[config.mk]
export PLATFORM = sky130hd
export DESIGN_NAME = rect_fill_writer
export DESIGN_NICKNAME = d
export VERILOG_FILES = /design/src/rtl/rect_fill_pkg.sv /design/src/rtl/raster_walker.sv /design/src/rtl/rect_fill_writer.sv
export SDC_FILE = /design/constraint.sdc
export NUM_CORES = 1
export LEC_CHECK = 0
export ABC_AREA = 1
export CORE_UTILIZATION = 25
export DETAILED_ROUTE_END_ITERATION = 10
export RECOVER_POWER = 50
export REMOVE_ABC_BUFFERS = 1
export SLEW_MARGIN = 25
export SYNTH_ARGS = -nofsm -noshare
export SYNTH_HDL_FRONTEND = slang
export SYNTH_SLANG_ARGS = --single-unit
[constraint.sdc]
create_clock -name clk -period 2.4 [get_ports clk]
set_input_delay 0.36 -clock clk [delete_from_list [all_inputs] [get_ports clk]]
set_output_delay 0.36 -clock clk [all_outputs]
set_load 0.03 [all_outputs]
[src/rtl/rect_fill_pkg.sv]
`default_nettype none
// ============================================================================
//  Module      : rect_fill_pkg
//  Description : Shared constants and the state type for the rectangle-fill
//                write engine of the VGA frame buffer.
//  Revision    : 1.0 - initial release
// ============================================================================
package rect_fill_pkg;

    // Default visible raster size (coordinates are active-area relative)
    localparam int c_H_ACTIVE_DEF = 640;
    localparam int c_V_ACTIVE_DEF = 480;

    // Engine states; CLEAR is only entered from reset when the clear option is built in
    typedef enum logic [1:0] {
        ST_IDLE  = 2'd0,
        ST_CLEAR = 2'd1,
        ST_FILL  = 2'd2,
        ST_DONE  = 2'd3
    } state_t;

    // Colour field positions, matching the video memory packing
    localparam int c_RGB_R_LSB = 0;
    localparam int c_RGB_R_MSB = 3;
    localparam int c_RGB_B_LSB = 4;
    localparam int c_RGB_B_MSB = 7;
    localparam int c_RGB_G_LSB = 8;
    localparam int c_RGB_G_MSB = 11;

endpackage
`default_nettype wire

[src/rtl/raster_walker.sv]
`default_nettype none
// ============================================================================
//  Module      : raster_walker
//  Description : x/y raster counter pair. Loaded with an origin and a
//                (pre-clipped, non-zero) size, it steps x first then y on
//                each advance and flags the final pixel of the rectangle.
//  Revision    : 1.0 - initial release
// ============================================================================
module raster_walker #(
    parameter int             CW         = 10,
    parameter logic [CW-1:0]  RST_X_LAST = '0,
    parameter logic [CW-1:0]  RST_Y_LAST = '0
) (
    input  logic          clk,
    input  logic          rst_n,
    input  logic          load,
    input  logic [CW-1:0] x0,
    input  logic [CW-1:0] y0,
    input  logic [CW:0]   w,
    input  logic [CW:0]   h,
    input  logic          adv,
    output logic [CW-1:0] x,
    output logic [CW-1:0] y,
    output logic          last
);

    localparam logic [CW-1:0] c_ONE  = CW'(1);
    localparam logic [CW:0]   c_ONE1 = (CW+1)'(1);

    logic [CW-1:0] r_x;
    logic [CW-1:0] r_y;
    logic [CW-1:0] r_x0;
    logic [CW-1:0] r_x_last;
    logic [CW-1:0] r_y_last;

    // Position and rectangle bounds; reset bounds let the walker start a full-frame sweep
    always_ff @(posedge clk or negedge rst_n) begin
        if (!rst_n) begin
            r_x      <= '0;
            r_y      <= '0;
            r_x0     <= '0;
            r_x_last <= RST_X_LAST;
            r_y_last <= RST_Y_LAST;
        end else if (load) begin
            r_x      <= x0;
            r_y      <= y0;
            r_x0     <= x0;
            r_x_last <= CW'({1'b0, x0} + w - c_ONE1);
            r_y_last <= CW'({1'b0, y0} + h - c_ONE1);
        end else if (adv) begin
            if (r_x == r_x_last) begin
                r_x <= r_x0;
                r_y <= r_y + c_ONE;
            end else begin
                r_x <= r_x + c_ONE;
            end
        end
    end

    assign x    = r_x;
    assign y    = r_y;
    assign last = (r_x == r_x_last) && (r_y == r_y_last);

endmodule
`default_nettype wire

[src/rtl/rect_fill_writer.sv]
`default_nettype none
// ============================================================================
//  Module      : rect_fill_writer
//  Description : Rectangle-fill write engine for the VGA frame buffer.
//                Accepts one clipped fill command at a time and emits one
//                pixel write per cycle in raster order under valid/ready.
//                Build option RECT_FILL_CLEAR_ON_RESET_EN: after reset the
//                engine first writes colour 0 over the whole active area.
//  Revision    : 1.0 - initial release
// ============================================================================
module rect_fill_writer
    import rect_fill_pkg::*;
#(
    parameter int H_ACTIVE = c_H_ACTIVE_DEF,
    parameter int V_ACTIVE = c_V_ACTIVE_DEF,
    parameter int CW       = 10,
    parameter int RGBW     = 12
) (
    input  logic            clk,
    input  logic            rst_n,
    input  logic            cmd_valid,
    output logic            cmd_ready,
    input  logic [CW-1:0]   cmd_x,
    input  logic [CW-1:0]   cmd_y,
    input  logic [CW-1:0]   cmd_w,
    input  logic [CW-1:0]   cmd_h,
    input  logic [RGBW-1:0] cmd_rgb,
    output logic            wr_valid,
    input  logic            wr_ready,
    output logic [CW-1:0]   wr_x,
    output logic [CW-1:0]   wr_y,
    output logic [RGBW-1:0] wr_rgb,
    output logic            busy,
    output logic            done
);

    localparam logic [CW:0] c_H = (CW+1)'(H_ACTIVE);
    localparam logic [CW:0] c_V = (CW+1)'(V_ACTIVE);

`ifdef RECT_FILL_CLEAR_ON_RESET_EN
    localparam state_t        c_RST_STATE  = ST_CLEAR;
    localparam logic [CW-1:0] c_RST_X_LAST = CW'(H_ACTIVE - 1);
    localparam logic [CW-1:0] c_RST_Y_LAST = CW'(V_ACTIVE - 1);
`else
    localparam state_t        c_RST_STATE  = ST_IDLE;
    localparam logic [CW-1:0] c_RST_X_LAST = '0;
    localparam logic [CW-1:0] c_RST_Y_LAST = '0;
`endif

    state_t          r_state;
    state_t          w_state_nxt;
    logic            r_run;
    logic [RGBW-1:0] r_rgb;
    logic            w_accept;
    logic            w_load;
    logic            w_adv;
    logic            w_last;
    logic [CW:0]     w_room_x;
    logic [CW:0]     w_room_y;
    logic [CW:0]     w_ew;
    logic [CW:0]     w_eh;
    logic            w_empty;

    // Clip the rectangle against the active area in CW+1 bits so nothing wraps
    assign w_room_x = ({1'b0, cmd_x} >= c_H) ? '0 : (c_H - {1'b0, cmd_x});
    assign w_room_y = ({1'b0, cmd_y} >= c_V) ? '0 : (c_V - {1'b0, cmd_y});
    assign w_ew     = ({1'b0, cmd_w} < w_room_x) ? {1'b0, cmd_w} : w_room_x;
    assign w_eh     = ({1'b0, cmd_h} < w_room_y) ? {1'b0, cmd_h} : w_room_y;
    assign w_empty  = (w_ew == '0) || (w_eh == '0);

    // Outputs stay quiet until the first edge after reset release
    assign cmd_ready = r_run && (r_state == ST_IDLE);
    assign wr_valid  = r_run && ((r_state == ST_FILL) || (r_state == ST_CLEAR));
    assign busy      = r_run && (r_state != ST_IDLE);
    assign done      = (r_state == ST_DONE);
    assign wr_rgb    = r_rgb;
    assign w_accept  = cmd_valid && cmd_ready;
    assign w_adv     = wr_valid && wr_ready;

    raster_walker #(
        .CW         (CW),
        .RST_X_LAST (c_RST_X_LAST),
        .RST_Y_LAST (c_RST_Y_LAST)
    ) u_walker (
        .clk   (clk),
        .rst_n (rst_n),
        .load  (w_load),
        .x0    (cmd_x),
        .y0    (cmd_y),
        .w     (w_ew),
        .h     (w_eh),
        .adv   (w_adv),
        .x     (wr_x),
        .y     (wr_y),
        .last  (w_last)
    );

    // State register, run flag and latched fill colour (zero for the clear sweep)
    always_ff @(posedge clk or negedge rst_n) begin
        if (!rst_n) begin
            r_state <= c_RST_STATE;
            r_run   <= 1'b0;
            r_rgb   <= '0;
        end else begin
            r_state <= w_state_nxt;
            r_run   <= 1'b1;
            if (w_load) begin
                r_rgb <= cmd_rgb;
            end
        end
    end

    // Next-state and walker load decode
    always_comb begin
        w_state_nxt = r_state;
        w_load      = 1'b0;
        case (r_state)
            ST_IDLE: begin
                if (w_accept) begin
                    w_load      = 1'b1;
                    w_state_nxt = w_empty ? ST_DONE : ST_FILL;
                end
            end
            ST_FILL, ST_CLEAR: begin
                if (w_adv && w_last) begin
                    w_state_nxt = ST_DONE;
                end
            end
            ST_DONE: begin
                w_state_nxt = ST_IDLE;
            end
            default: begin
                w_state_nxt = ST_IDLE;
            end
        endcase
    end

endmodule
`default_nettype wire

; Word-level counts from Yosys, hierarchy flattened
; Cells that the tools add are included.
[word_totals]
elab_cells = 61
output_inout_bits = 36
regBits = 65
input_bits = 56
[op_classes]
order_cmp = 4
mux = 16
reduce_logical = 18
n_addsub = 8
n_eq_ne = 7
[ops]
columns = operator, count
row1 = $mux 10, 6
row2 = $mux 11, 4
row3 = $logic_not 11->1, 2
row4 = $lt 10x11->1, 2
row5 = $add 10x1->10 const B, 2
row6 = $add 10x10->10, 2
row7 = $eq 10x10->1, 2
row8 = $sub 10x1->10 const B, 2
row9 = $sub 10x10->11 const A, 1
row10 = $sub 9x10->11 const A, 1
row11 = $ge 10x10->1 const B, 1
row12 = $ge 10x9->1 const B, 1
row13 = $logic_and 1x1->1, 7
row14 = $pmux 2 s3, 1
row15 = $reduce_bool 2->1, 3
row16 = $eq 2x2->1 const B, 2
row17 = $mux 2, 2
row18 = $ne 2x2->1 const B, 2
row19 = $reduce_and 2->1, 2
row20 = $mux 1, 3
row21 = $eq 2x1->1 const B, 1
row22 = $logic_not 2->1, 1
row23 = $logic_or 1x1->1, 2
row24 = $reduce_or 2->1, 1

; Depth between registers and ports, before layout
[logic_depth]
word_depth = 9
ltp_mapped = 35
ltp_nobuf = 35

; Hierarchy
; From an unflattened synthesis, not the netlist that was laid out.
[hier_totals]
cells_unflattened = 891
area_unflattened_um2 = 5957.0
[modules_own_cells]
columns = module, seq_area_each_um2, cells_per_inst, area_per_inst_um2, instances
row1 = raster_walker, 1251.2, 561, 3905.0, 1
row2 = rect_fill_writer, 375.4, 330, 2052.0, 1

; Least setup slack after synthesis
; No wires, ideal clock.
[synth_path]
path_kind = input -> register
start = input port cmd_x[0]
end = register u_walker.r_x_last[9]
slack_ns = -2.292
stages = 33
setup_time_ns = 0.134
n_path_buf = 1
arrival_time_ns = 4.557
required_ns = 2.266
cell_sequence = inv_1 -> ha_1 -> nand2_1 -> nor2_2 -> inv_1 -> nor2_1 -> inv_1 -> nand3_1 -> nand3_1 -> ha_1 -> a21o_1 -> a21oi_1 -> o21ai_0 -> o21ai_2 -> nand2_4 -> buf_6 -> nand2_1 -> nand2_2 -> ha_1 -> inv_1 -> ha_1 -> fa_1 -> nand3_1 -> nand2_1 -> nand2_1 -> nand2_1 -> a21oi_1 -> nor2_1 -> o21ai_0 -> nor2b_1 -> xor2_1 -> xnor2_1 -> o21ai_0
[synth_between]
elab_chain_len = 6
word_cells_on_any_way = 7
classes_between = 3 x add/sub / 2 x order compare / 2 x mux
[synth_lines]
columns = item, line
row1 = from (decl), rect_fill_writer.sv:23  ; input logic [CW-1:0] cmd_x,
row2 = $sub 10x10->11 or $ge 10x10->1 (tied branches), rect_fill_writer.sv:65  ; assign w_room_x = ({1'b0, cmd_x} >= c_H) ? '0 : (c_H - {1'b0, cmd_x});
row3 = $mux 11, rect_fill_writer.sv:65
row4 = $lt 10x11->1, rect_fill_writer.sv:67  ; assign w_ew = ({1'b0, cmd_w} < w_room_x) ? {1'b0, cmd_w} : w_room_x;
row5 = $mux 11, rect_fill_writer.sv:67
row6 = $add 10x10->10 *, raster_walker.sv:48  ; r_x_last <= CW'({1'b0, x0} + w - c_ONE1);
row7 = $sub 10x1->10 *, raster_walker.sv:48
row8 = to (signal assigned), raster_walker.sv:48
row9 = to (decl), raster_walker.sv:33  ; logic [CW-1:0] r_x_last;
; Mark *: on every way between the ends. The rest lies on a longest branch, timed or not.
; A chain may end at the register's enable or synchronous reset.

; Worst setup path in the final report
[layout_path]
start = input port cmd_y[8]
end = register u_walker.r_y_last[9]
[layout_between]
elab_chain_len = 6
word_cells_on_any_way = 7
classes_between = 3 x add/sub / 2 x order compare / 2 x mux
[layout_lines]
columns = item, line
row1 = from (decl), rect_fill_writer.sv:24  ; input logic [CW-1:0] cmd_y,
row2 = $sub 9x10->11 or $ge 10x9->1 (tied branches), rect_fill_writer.sv:66  ; assign w_room_y = ({1'b0, cmd_y} >= c_V) ? '0 : (c_V - {1'b0, cmd_y});
row3 = $mux 11, rect_fill_writer.sv:66
row4 = $lt 10x11->1, rect_fill_writer.sv:68  ; assign w_eh = ({1'b0, cmd_h} < w_room_y) ? {1'b0, cmd_h} : w_room_y;
row5 = $mux 11, rect_fill_writer.sv:68
row6 = $add 10x10->10 *, raster_walker.sv:49  ; r_y_last <= CW'({1'b0, y0} + h - c_ONE1);
row7 = $sub 10x1->10 *, raster_walker.sv:49
row8 = to (signal assigned), raster_walker.sv:49
row9 = to (decl), raster_walker.sv:34  ; logic [CW-1:0] r_y_last;
; Marks and branches as above.

==> metrics.txt <==
H-tree Lvls=3; HPWL after detailed placement=12500 um; cell area after synthesis=5540 um^2; Worst Hold Class=input pin to flop; crit-path most repeated cell=nand2_4; Multi-input gate area=4310 um^2; Worst Setup End Kind=flop; Post-Syn Area per Cell=7.21 um^2; max incr delay on CP=410 ps; Clk Latency, worst-skew pair=340 ps; post-synthesis sequential area ratio=0.294; Synth Flop Type=dfrtp_1; via density per instance=4.58; worst slew pin tran=1650 ps; Critical Path Fanout Max=5; Tot GR Track Use=0.176; Clk pin slew, worst setup/hold paths=60 ps; largest net degree at the start of global routing=66; # diodes=0; fill count=2052; post-layout min period=4110 ps; hold buffers post-CTS=0; initial antenna violation count=0; vias in the first global route=6310; Final Skew=6.10 ps; Sequential Area=1630 um^2; failing checks=capacitance limit, slew limit, setup timing; Synth Instances=769; core area=21800 um^2; Setup crit start kind=input pin; initial drt markers=319; Max-Cap Viols=1; DRT Pass-1 Iters=5; most frequent cells in the layout=buf_4, nand2_1, inv_1; Die Area=22800 um^2; Buffers on Ports=91; clock root buffer=clkbuf_16; Final WS setup=-1710 ps; FP Rows=54; gpl congestion=0.911; WP data required=2620 ps; number of synthesized flops with an enable pin=0; post-place setup slack=-2770 ps; PD cells=882 nW/um^2; post-synthesis async set-or-reset flop share=1.00; CP arrival=4330 ps; synth warn=0; DRC viols=0; Initial Utilization=0.255; CTS sink cnt=65; final WL=19400 um; period utilisation layout=1.71; die height=151 um; Final setup violation count=21; status=finished with violations; commonest non-fill, non-tap cell in the layout=buf_4; Slowest-stage cell, CP=fa_2; relative slew slack=-0.0978; first-pass GRT wire length=31000 um; clk buf depth=2; final number of max-transition violations=66; via count=6208; total CTS buffers=9; TNS Setup=-23720 ps; RSZ-0062 raised after global routing=true; Synth cell types=47; final hold violations=0; critical path class=input pin to flop; Area Overhead vs Synth=75.8%; delay-heaviest family, CP=simple AND/OR/NAND/NOR gates; grt ovf=0; #FFs+latches synth=65; CTS tree=built; DRT antenna net count=0; Die Width=151 um; static leakage=4.73 nW; Routed WL per cell=14.3 um; fmax=243 MHz; Worst Path Buf+Inv=4; share of layout cells above drive strength 1=0.411; hold slack=384 ps; nets@finish=1188; Worst IR Drop VDD=0.442 mV; Tot Pwr=0.00859 W; Top Ports=92
==> report_power, final <==
part           switching [W]  leakage [nW]  total (W)  internal, W
sequential          0.000432         0.790    0.00203      0.00160
clock               0.000525         0.148    0.00143     0.000908
combinational        0.00265          3.79    0.00513      0.00248
total                0.00361          4.73    0.00859      0.00499
==> worst min-delay path, delay by kind of cell <==
kind	cells	cell delay (ps)
buffers and inverters	2	200
and+or+nand+nor	2	120
==> synthesized netlist by cell type, types with 4 or more instances <==
cell	number	area [um^2]
xor2_1	20	175
nor4_1	4	25.0
nand2_1	199	747
nand3b_1	12	90.1
o211ai_1	5	37.5
a21oi_1	32	160
nor2_2	6	37.5
inv_2	9	33.8
dfrtp_1	65	1630
nand4_1	8	50.1
nor3_1	6	30.0
xnor2_1	17	149
inv_1	113	424
o21ai_0	58	290
ha_1	59	738
nand3_1	35	175
nand2_2	15	93.8
clkbuf_1	9	33.8
nand2_4	6	67.6
nor2_1	44	165
==> flip-flops by register name, summed over array words and instances, names as in the netlist <==
signal	flops
u_walker.x	10
r_state	2
u_walker.r_x_last	10
u_walker.r_x0	10
wr_rgb	12
u_walker.y	10
u_walker.r_y_last	10
r_run	1
==> logic make-up (layout without fill, tap and decap cells) <==
family	after synthesis	after routing	synth area share
flip-flops	65	65	0.294
adder cells (fa/ha/maj)	61	61	0.140
other	1	2	0.000677
AND/OR/NAND/NOR	347	347	0.285
buffers and inverters	138	443	0.0957
XOR/XNOR	37	37	0.0585
AO/OA/AOI/OAI	120	120	0.126
==> path summary, 6_finish.rpt <==
check                                               start                                to  slack [ps]  cells after the start
worst max-delay path                             cmd_y[8]  u_walker.r_y_last[9]$_DFFE_PN0P_       -1710                     29
max in group asynchronous                           rst_n            wr_rgb[10]$_DFFE_PN0P_         880                      2
worst max register to register  u_walker.x[6]$_DFFE_PN0P_         u_walker.y[1]$_DFFE_PN0P_         210                     10
worst min-delay path                             cmd_x[1]      u_walker.r_x0[1]$_DFFE_PN0P_         380                      4
min in group asynchronous                           rst_n  u_walker.r_y_last[0]$_DFFE_PN0P_         530                      2
worst min register to register      wr_rgb[2]$_DFFE_PN0P_             wr_rgb[2]$_DFFE_PN0P_         470                      2
==> per-layer routing <==
| metal | track usage | vias to the layer above | part of all wire |
|---|---|---|---|
| met4 | 0.0880 | 0 | 0.043 |
| li1 | - | 3085 | - |
| met5 | 0 | - | 0 |
| met2 | 0.303 | 182 | 0.50 |
| met3 | 0.0292 | 59 | 0.045 |
| met1 | 0.211 | 2882 | 0.42 |
==> metrics by stage <==
step	utilization	cells	instance area [um^2]
after CTS	0.437	1364	9520
after detailed placement	0.356	1259	7740
after global placement	0.356	1259	7740
after floorplan	-	756	5480
final	0.448	1355	9740
after global routing	0.448	1355	9740
==> repair_timing <==
| item | 4_1_cts | 5_1_grt |
|---|---|---|
| setup endpoints to repair | 21 | 24 |
| pin swaps | 111 | 89 |
| buffers inserted | 102 | 25 |
| resized for setup | 268 | 95 |
==> final cells by class <==
| type | instances | area share |
|---|---|---|
| clock buffer | 9 | 0.0231 |
| clock inverter | 6 | 0.00950 |
| inverter | 124 | 0.0520 |
| multi-input combinational | 567 | 0.443 |
| sequential | 65 | 0.167 |
| tap | 280 | 0.0360 |
| timing repair buffer | 304 | 0.270 |
Note: power is estimated with default switching activity, not from simulation.
